--- src/rtl/pic_host_sequencer_pkg.sv ---
// pic_host_sequencer_pkg: shared FSM encodings, A0 encodings and ICW1 bit positions.
package pic_host_sequencer_pkg;
  typedef logic [2:0] state_t;
  localparam state_t ST_IDLE      = 3'd0;
  localparam state_t ST_WR_SETUP  = 3'd1;
  localparam state_t ST_WR_STROBE = 3'd2;
  localparam state_t ST_WR_HOLD   = 3'd3;
  localparam state_t ST_ACK1      = 3'd4;
  localparam state_t ST_ACK_GAP   = 3'd5;
  localparam state_t ST_ACK2      = 3'd6;
  localparam state_t ST_DONE      = 3'd7;
  localparam logic A0_ICW1 = 1'b0;
  localparam logic A0_DATA = 1'b1;
  localparam int ICW1_IC4  = 0;
  localparam int ICW1_SNGL = 1;
  localparam int ICW1_INIT = 4;
endpackage

--- src/rtl/pic_strobe_timer.sv ---
// pic_strobe_timer: 4-bit down counter; o_expire marks the last cycle of the loaded duration.
module pic_strobe_timer (
  input  logic       i_clk,
  input  logic       i_rst,
  input  logic       i_load,
  input  logic [3:0] i_val,
  output logic       o_expire
);
  logic [3:0] r_cnt;
  assign o_expire = r_cnt == 4'd0;
  always_ff @(posedge i_clk) begin
    if (i_rst) r_cnt <= 4'd0;
    else if (i_load) r_cnt <= i_val - 4'd1;
    else if (!o_expire) r_cnt <= r_cnt - 4'd1;
  end
endmodule

--- src/rtl/pic_host_sequencer.sv ---
// pic_host_sequencer: drives 8259-style ICW init writes, OCW writes and INTA vector fetches.
module pic_host_sequencer
  import pic_host_sequencer_pkg::*;
#(
  parameter int STROBE_CYCLES = 2,
  parameter int GAP_CYCLES    = 1
) (
  input  logic       i_clk,
  input  logic       i_rst,
  input  logic       i_init_start,
  input  logic [7:0] i_icw1_val,
  input  logic [7:0] i_icw2_val,
  input  logic [7:0] i_icw3_val,
  input  logic [7:0] i_icw4_val,
  input  logic       i_ocw_req,
  input  logic       i_ocw_a0,
  input  logic [7:0] i_ocw_data,
  input  logic       i_int,
  input  logic [7:0] i_data_in,
  output logic [7:0] o_data_out,
  output logic       o_data_oe,
  output logic       o_cs_,
  output logic       o_wr_,
  output logic       o_rd_,
  output logic       o_inta_,
  output logic       o_a0,
  output logic [7:0] o_vector,
  output logic       o_vector_valid,
  output logic       o_ocw_ack,
  output logic       o_ready,
  output logic       o_busy
);
  localparam logic [3:0] W_STB = STROBE_CYCLES[3:0];
  localparam logic [3:0] W_GAP = GAP_CYCLES[3:0];
  state_t     r_state, w_next;
  logic       r_ready, r_ocw_ack, r_is_ocw, r_a0;
  logic [7:0] r_dout, r_vector;
  logic [7:0] r_list [4];
  logic [2:0] r_len;
  logic [1:0] r_idx;
  logic       w_expire, w_init_go, w_more, w_load;
  logic [3:0] w_load_val;
  assign w_init_go = i_init_start && i_icw1_val[ICW1_INIT];
  assign w_more    = !r_is_ocw && ({1'b0, r_idx} + 3'd1 != r_len);
  always_comb begin
    w_next = r_state;
    case (r_state)
      ST_IDLE:      w_next = w_init_go ? ST_WR_SETUP :
                             (r_ready && i_int) ? ST_ACK1 :
                             (r_ready && i_ocw_req && !r_ocw_ack) ? ST_WR_SETUP : ST_IDLE;
      ST_WR_SETUP:  w_next = w_expire ? ST_WR_STROBE : r_state;
      ST_WR_STROBE: w_next = w_expire ? ST_WR_HOLD : r_state;
      ST_WR_HOLD:   w_next = w_expire ? (w_more ? ST_WR_SETUP : ST_IDLE) : r_state;
      ST_ACK1:      w_next = w_expire ? ST_ACK_GAP : r_state;
      ST_ACK_GAP:   w_next = w_expire ? ST_ACK2 : r_state;
      ST_ACK2:      w_next = w_expire ? ST_DONE : r_state;
      default:      w_next = ST_IDLE;
    endcase
  end
  assign w_load     = w_next != r_state;
  assign w_load_val = (w_next == ST_WR_STROBE || w_next == ST_ACK1 || w_next == ST_ACK2) ? W_STB :
                      (w_next == ST_WR_HOLD || w_next == ST_ACK_GAP) ? W_GAP : 4'd1;
  pic_strobe_timer u_timer (
    .i_clk   (i_clk),
    .i_rst   (i_rst),
    .i_load  (w_load),
    .i_val   (w_load_val),
    .o_expire(w_expire)
  );
  // ICW3 slot is filled with ICW4 in single mode so the list stays contiguous.
  always_ff @(posedge i_clk) begin
    if (r_state == ST_IDLE && w_init_go) begin
      r_list[0] <= i_icw1_val;
      r_list[1] <= i_icw2_val;
      r_list[2] <= i_icw1_val[ICW1_SNGL] ? i_icw4_val : i_icw3_val;
      r_list[3] <= i_icw4_val;
    end
  end
  always_ff @(posedge i_clk) begin
    if (i_rst) begin
      r_state   <= ST_IDLE;
      r_ready   <= 1'b0;
      r_ocw_ack <= 1'b0;
      r_is_ocw  <= 1'b0;
      r_a0      <= 1'b0;
      r_dout    <= 8'h00;
      r_vector  <= 8'h00;
      r_len     <= 3'd0;
      r_idx     <= 2'd0;
    end else begin
      r_state   <= w_next;
      r_ocw_ack <= 1'b0;
      if (r_state == ST_IDLE && w_init_go) begin
        r_ready  <= 1'b0;
        r_is_ocw <= 1'b0;
        r_idx    <= 2'd0;
        r_len    <= 3'd2 + {2'b0, ~i_icw1_val[ICW1_SNGL]} + {2'b0, i_icw1_val[ICW1_IC4]};
        r_dout   <= i_icw1_val;
        r_a0     <= A0_ICW1;
      end else if (r_state == ST_IDLE && w_next == ST_WR_SETUP) begin
        r_is_ocw <= 1'b1;
        r_dout   <= i_ocw_data;
        r_a0     <= i_ocw_a0;
      end
      if (r_state == ST_WR_HOLD && w_expire) begin
        if (w_more) begin
          r_idx  <= r_idx + 2'd1;
          r_dout <= r_list[r_idx + 2'd1];
          r_a0   <= A0_DATA;
        end else if (r_is_ocw) r_ocw_ack <= 1'b1;
        else r_ready <= 1'b1;
      end
      if (r_state == ST_ACK2 && w_expire) r_vector <= i_data_in;
    end
  end
  assign o_data_out     = r_dout;
  assign o_a0           = r_a0;
  assign o_data_oe      = r_state == ST_WR_SETUP || r_state == ST_WR_STROBE || r_state == ST_WR_HOLD;
  assign o_cs_          = !o_data_oe;
  assign o_wr_          = r_state != ST_WR_STROBE;
  assign o_rd_          = 1'b1;
  assign o_inta_        = !(r_state == ST_ACK1 || r_state == ST_ACK2);
  assign o_vector       = r_vector;
  assign o_vector_valid = r_state == ST_DONE;
  assign o_ocw_ack      = r_ocw_ack;
  assign o_ready        = r_ready;
  assign o_busy         = r_state != ST_IDLE;
endmodule

--- config.mk ---
export PLATFORM = sky130hd
export DESIGN_NAME = pic_host_sequencer
export DESIGN_NICKNAME = d
export VERILOG_FILES = /design/src/rtl/pic_host_sequencer_pkg.sv /design/src/rtl/pic_strobe_timer.sv /design/src/rtl/pic_host_sequencer.sv
export SDC_FILE = /design/constraint.sdc
export NUM_CORES = 1
export LEC_CHECK = 0
export ABC_AREA = 0
export CORE_UTILIZATION = 25
export CTS_CLUSTER_DIAMETER = 120
export CTS_CLUSTER_SIZE = 25
export DETAILED_ROUTE_END_ITERATION = 8
export GPL_TIMING_DRIVEN = 1
export MAX_ROUTING_LAYER = met4
export PLACE_DENSITY_LB_ADDON = 0.12
export SETUP_SLACK_MARGIN = 0.4
export SLEW_MARGIN = 20
export SYNTH_ARGS = -nofsm -noshare
export SYNTH_HDL_FRONTEND = slang
export SYNTH_SLANG_ARGS = --single-unit
--- constraint.sdc ---
create_clock -name i_clk -period 2 [get_ports i_clk]
set_input_delay 0.4 -clock i_clk [delete_from_list [all_inputs] [get_ports i_clk]]
set_output_delay 0.4 -clock i_clk [all_outputs]
set_load 0.05 [all_outputs]
==> reports/results.ini, run 1 <==
[run_status]
status=finished, violations left
failed_checks=setup timing

[timing]
clock.fmax_mhz=488.7
rsz0062_at_grt=true
hold_violations=0
fin_crit_ps=2046
slew_viol_final=0
fin_crit_sh_pct=102.3
setup_ws_ps=-46.21
clock_skew_ps=9.344
setup_violations=7

[final_layout]
drive_gt1_share_pct=42.70
final_cell_mix=clkdlybuf4s50_1 (53), edfxtp_1 (32), buf_4 (28)
fin_cells=510
final_cell_area_sq_um=4957
fin_nets=422
area_growth_pct=71.96
diodes=0
final_common_cell=clkdlybuf4s50_1
post-route-util_pct=44.94
fill_cells=1022

[power_and_ir_drop]
powerDensity_nw_per_um2=1208
switching_power_w=0.002003
seqPwrFrac_pct=29.0
ir_worst_vdd_mv=0.5308
p_sw_share_pct=33.45
p_comb_share_pct=42.5
leakage_nw=1.843
p_int_w=0.003985
p_clk_share_pct=28.4

[floorplanning]
core-area_sq_um=11030
rows=38
dieArea_sq_um=11960
initial_utilization_pct=26.13
die_w_um=109.4
die_h_um=109.4
ioPinCount=80

[clock_network]
tritoncts=built
cts_root_buf=clkbuf_16
cts_buffers=9
ctsLongestPathBuffers=2
clock-sinks=64
cts_hold_buf=0
clk_latency_ps=330
h-tree-depth=3
cts.reportedPaths.clkPinSlew_ps=60

[critical_path]
ff2ff_path_depth=8
r2r_start=u_timer.r_cnt[1]
crit_required_ps=2250
startpoint=u_timer.r_cnt[1]
worstSetupEndpointType=flip-flop
critPathLaunchType=flip-flop
cp.arrival_ps=2290
crit_type=reg2reg
ff2ff_setup_slack_ps=-50
path_max_fanout=7
regToRegEndpoint=o_data_out[0]
worstSetupEndpoint=o_data_out[0]

[logic_synthesis]
ys_seq_elements=64
synth_top_cells_by_area=edfxtp_1 (33%), dfxtp_1 (22%), mux4_2 (6.3%)
synth_top_area_share_pct=33.33
avgSynthCellArea_sq_um=12.22
synth_top_cell_by_area=edfxtp_1
ys_warn_count=0
syn-num-nets=293
synthCells=236
synthArstFlopShare_pct=0
yosysUniqueCellTypes=47
synthesis.area_sq_um=2883
synth_edf_count=32
ys.flop_type=edfxtp_1
seq_area_frac_synth_pct=55.56

[grt]
grt.overflow.total=0
grt_usage_pct=14.05
grt_pass1_vias=2330
antenna_found_initial=0
grt_pass1_wl_um=12050
grt_max_degree=33

[placement]
place_congestion=0.7065
place_inst=465
io_buffers=78
post-place-ws_ps=-136.8
dpl.hpwl_um=5226
dpl_cell_area_sq_um=4118

[detailed_routing]
drt_iter0_markers=78
firstDrtPassIters=4
wire_per_inst_um=15.49
postRouteAntennaNets=0
finalWirelength_um=7900
vias=2282
viasPerCell=4.475
drc_errors=0

[hold_path]
hp-class=reg2reg

[flow_run]
cap_viol_max_count=0

metrics by stage:
stage	hold WS (ps)	setup TNS, ps	power [W]
6_report	467.3	-244.9	0.005988
5_1_grt	495.8	-1295	0.006302
4_1_cts	470.6	-151.6	0.005767
3_5_place_dp	463.6	-914.4	0.003807
3_3_place_gp	459.2	-540.0	0.003802
2_1_floorplan	448.1	-768.8	0.003066
Yosys cell counts, types with 3 or more instances:
cell type	number
xor2_1	3
a221oi_1	7
buf_2	3
nand2_1	18
o21ai_0	3
edfxtp_1	32
a21oi_1	7
inv_1	7
nor2_1	29
clkbuf_1	7
mux2i_1	10
buf_4	3
nand3_1	5
dfxtp_1	32
nor3_1	4
mux4_2	8
ha_1	3
a211oi_2	7
nand2b_1	3
mux2_2	8
flip-flops by register name, summed over array words and instances, names as in the netlist, 2 cells and up:
name	count
o_data_out	8
o_vector	8
r_idx	2
r_len	3
r_list	32
r_state	3
u_timer.r_cnt	4
what timing repair did:
| action | CTS | global route |
|---|---|---|
| gates cloned | 2 | 5 |
| gates resized for setup | 62 | 48 |
| hold endpoints to repair | 0 | 0 |
| setup endpoints to repair | 57 | 73 |
| pin swaps | 5 | 14 |
| buffers inserted | 9 | 13 |
logic make-up after synthesis:
family	share of synthesized area (%)
compound gates	11.59
xor+xnor	1.519
fa+ha+maj	1.302
buf+inv	3.819
flops	55.56
mux	12.85
other cells	0.1301
simple gates	13.24
power groups by stage:
stage | clock, W | combinational (W) | sequential, W
floorplan | 0 | 0.00114 | 0.00193
global placement | 0 | 0.00206 | 0.00174
detailed placement | 0 | 0.00206 | 0.00175
CTS | 0.00175 | 0.00228 | 0.00173
global route | 0.00181 | 0.00272 | 0.00177
finish | 0.00170 | 0.00255 | 0.00174
how the worst min path moves through the flow:
stage / slack (ps) / start / depth (start not counted) / endpoint
final: 470 / r_len[2] / 2 / r_len[2]
after global routing: 500 / o_data_out[0] / 2 / o_data_out[0]
after floorplan: 450 / r_len[2] / 2 / r_len[2]
after CTS: 470 / r_len[2] / 2 / r_len[2]
after global placement: 460 / r_len[2] / 2 / r_len[2]
after detailed placement: 460 / r_len[2] / 2 / r_len[2]
worst max-delay path, cell delays in order (launching register included):
cell and delay [ps]:
dfxtp_2 320, inv_2 70, ha_4 140, or3b_4 400, o311a_4 350, a211oi_4 250
buf_6 170, a221oi_1 90, a211oi_2 170
area by class of cell:
cell class | count | area (sq um) | area share (%)
flip-flops and latches | 64 | 1614 | 32.56
inverters | 7 | 28.78 | 0.5805
repair buffers | 134 | 1451 | 29.28
clock inverters | 7 | 102.6 | 2.070
clock buffers | 9 | 225.2 | 4.543
well taps | 140 | 175.2 | 3.534
multi-input cells | 149 | 1360 | 27.44
metal layers:
metal	part of all wire (%)	GRT usage [%]	vias up	routed length, um
met5	0	-	-	0
met4	0.68	4.857	0	54
met3	3.6	3.023	2	285
met2	51	22.69	45	3997
met1	45	17.39	1092	3563
li1	-	-	1143	-
Power figures use the tool's default switching activity.
==> run 2: changes to the inputs <==
--- a/config.mk
+++ b/config.mk
@@ -6,11 +6,12 @@
 export NUM_CORES = 1
 export LEC_CHECK = 0
 export ABC_AREA = 0
-export CORE_UTILIZATION = 25
+export CORE_UTILIZATION = 51
 export CTS_CLUSTER_DIAMETER = 120
 export CTS_CLUSTER_SIZE = 25
 export DETAILED_ROUTE_END_ITERATION = 8
 export GPL_TIMING_DRIVEN = 1
+export HOLD_SLACK_MARGIN = 0.03
 export MAX_ROUTING_LAYER = met4
 export PLACE_DENSITY_LB_ADDON = 0.12
 export SETUP_SLACK_MARGIN = 0.4
==> constraint.sdc (replaced) <==
create_clock -name i_clk -period 2.4 [get_ports i_clk]
set_input_delay 0.48 -clock i_clk [delete_from_list [all_inputs] [get_ports i_clk]]
set_output_delay 0.48 -clock i_clk [all_outputs]
set_load 0.05 [all_outputs]
==> run 2 against run 1 <==
  * The run now ends clean
  * Wire length down 11%
  * Global-route usage up 11 points
  * Combinational power down 32%
  * Design area down 14%
  * Count of clock-buffer cells in the layout up 5
  * Via count up 2.1%
  * Clock power down 48%
  * First-iteration DRC count up 140%
  * Clock skew down 1.8 ps
  * Worst hold slack better by 8.2 ps
  * Worst setup slack better by 280 ps
  * Largest power group unchanged
==> reports/results.ini, run 2 (same netlist as run 1, synthesis figures left out) <==
[run_status]
status=completed

[critical_path]
regToRegEndpoint=o_data_out[1]
crit_type=reg2reg
worstSetupEndpoint=o_data_out[1]
path_max_fanout=7  ; unchanged
ff2ff_setup_slack_ps=230  ; +280 ps
crit_required_ps=2660  ; +410 ps
worstSetupEndpointType=flip-flop
ff2ff_path_depth=8  ; unchanged
critPathLaunchType=flip-flop
startpoint=u_timer.r_cnt[0]
cp.arrival_ps=2430  ; +140 ps
r2r_start=u_timer.r_cnt[0]

[floorplanning]
core-area_sq_um=5473  ; -50%
initial_utilization_pct=52.67  ; +27 points
rows=27  ; -29%
dieArea_sq_um=5957  ; -50%
die_w_um=77.18  ; -29%
ioPinCount=80  ; unchanged
die_h_um=77.18  ; -29%

[detailed_routing]
postRouteAntennaNets=0  ; unchanged
drt_iter0_markers=191  ; +140%
firstDrtPassIters=6  ; +2
drc_errors=0  ; unchanged
wire_per_inst_um=16.66  ; +7.5%
vias=2329  ; +2.1%
viasPerCell=5.532  ; +24%
finalWirelength_um=7012  ; -11%

[grt]
grt_usage_pct=24.59  ; +11 points
grt.overflow.total=0  ; unchanged
antenna_found_initial=0  ; unchanged
grt_max_degree=28  ; -15%
grt_pass1_wl_um=10760  ; -11%
grt_pass1_vias=2255  ; -3.2%

[power_and_ir_drop]
p_sw_share_pct=36.17  ; +2.7 points
leakage_nw=1.643  ; -11%
seqPwrFrac_pct=35.5  ; +6.5 points
p_total_w=0.004075  ; -32%
p_comb_share_pct=42.7  ; +0.2 points
p_clk_share_pct=21.8  ; -6.6 points
powerDensity_nw_per_um2=956.5  ; -21%
switching_power_w=0.001474  ; -26%
p_int_w=0.002601  ; -35%
ir_worst_vdd_mv=0.5768  ; +8.7%

[timing]
setup_ws_ps=233.0  ; +279.2 ps
clock_skew_ps=7.577  ; -1.767 ps
slew_viol_final=0  ; unchanged
fin_crit_sh_pct=90.29  ; -12 points
hold_violations=0  ; unchanged
rsz0062_at_grt=true
fin_crit_ps=2167  ; +120.8 ps
slew_headroom_pct=58.32
clock.fmax_mhz=461.5  ; -5.6%
setup_violations=0  ; -7
worstMarginPinSlew_ps=623.2
finalSetupTns_ps=0  ; +244.9 ps

[final_layout]
fill_cells=365  ; -64%
fin_nets=401  ; -5.0%
largest_reg_flops=32  ; unchanged
post-route-util_pct=77.85  ; +33 points
final_cell_mix=clkdlybuf4s50_1 (65), buf_4 (33), edfxtp_1 (32)
regMostFlops=r_list
final_common_cell=clkdlybuf4s50_1
area_growth_pct=47.79
diodes=0  ; unchanged
fin_cells=421  ; -17%
drive_gt1_share_pct=31.23  ; -11 points

[placement]
place_congestion=0.8481  ; +20%
io_buffers=78  ; unchanged
dpl.hpwl_um=4501  ; -14%
place_inst=384  ; -17%
post-place-ws_ps=66.19  ; +202.9 ps

[hold_path]
hp-class=reg2reg

[clock_network]
cts_root_buf=clkbuf_8
tritoncts=built
cts.reportedPaths.clkPinSlew_ps=70  ; about the same
ctsLongestPathBuffers=2  ; unchanged
cts_hold_buf=0  ; unchanged
clock-sinks=64  ; unchanged
h-tree-depth=3  ; unchanged
cts_buffers=9  ; unchanged
clk_latency_ps=340  ; about the same

[flow_run]
cap_viol_max_count=0  ; unchanged

## run 2: cell count changes in the layout (fill, tap and decap cells not counted), sizes merged
cell / previous run / this run
buf: 59 / 38
dlygate4sd2: 0 / 1
bufinv: 2 / 0
clkdlybuf4s50: 53 / 65
clkbuf: 22 / 15
inv: 9 / 6
dlymetal6s2s: 0 / 6
a31o: 1 / 2
clkinv: 2 / 3
clkdlybuf4s15: 9 / 1
clkinvlp: 1 / 0
## run 2: final cells by class
class	instances	area (sq um)	share of cell area, %
Inverter	7	26.28	0.6167
Clock inverter	2	10.01	0.2349
Multi-Input combinational cell	150	1279	30.01
Timing Repair Buffer	112	1064	24.96
Tap cell	72	90.09	2.115
Sequential cell	64	1608	37.74
Clock buffer	14	183.9	4.317
## run 2: worst min path at each step
stage	start	endpoint	slack (ps)	depth (start not counted)
final	o_data_out[3]	o_data_out[3]	480	2
after global routing	o_data_out[3]	o_data_out[3]	490	2
after CTS	o_data_out[3]	o_data_out[3]	480	2
after detailed placement	o_data_out[3]	o_data_out[3]	470	2
after global placement	r_len[2]	r_len[2]	460	2
after floorplan	r_len[2]	r_len[2]	450	2
## run 2: routing by layer
metal / vias up / GRT usage, % / share of wire, %
met5: - / - / 0
met4: 0 / 12.08 / 2.3
met3: 15 / 4.405 / 5.1
met2: 84 / 40.09 / 51
met1: 1130 / 29.32 / 42
li1: 1100 / - / -
## run 2: metrics by stage
step | cell area, sq um | hold WS [ps]
6_report | 4260 | 475.5
2_1_floorplan | 2939 | 448.1
3_3_place_gp | 3820 | 459.1
5_1_grt | 4260 | 486.8
3_5_place_dp | 3820 | 467.6
4_1_cts | 4141 | 476.7
## run 2: critical path, cell delays in order, from the launching register on
cell,delay (ps)
dfxtp_2,330
inv_2,80
ha_4,140
or3b_4,430
o311a_4,360
a211oi_4,320
buf_6,160
a221oi_2,50
a211oi_2,230
## run 2: power by group through the flow
stage	sequential, W	clock [W]	combinational, W
floorplan	0.00160	0	0.000891
global placement	0.00145	0	0.00147
detailed placement	0.00146	0	0.00149
CTS	0.00144	0.000901	0.00162
global route	0.00147	0.000931	0.00185
finish	0.00145	0.000888	0.00174
## run 2: what timing repair did
item                                    CTS  global route
resized for setup                        15            18
cloned                                    1             0
pin swaps                                 6             9
endpoints found under the setup margin   16            24
buffers inserted                         11             9
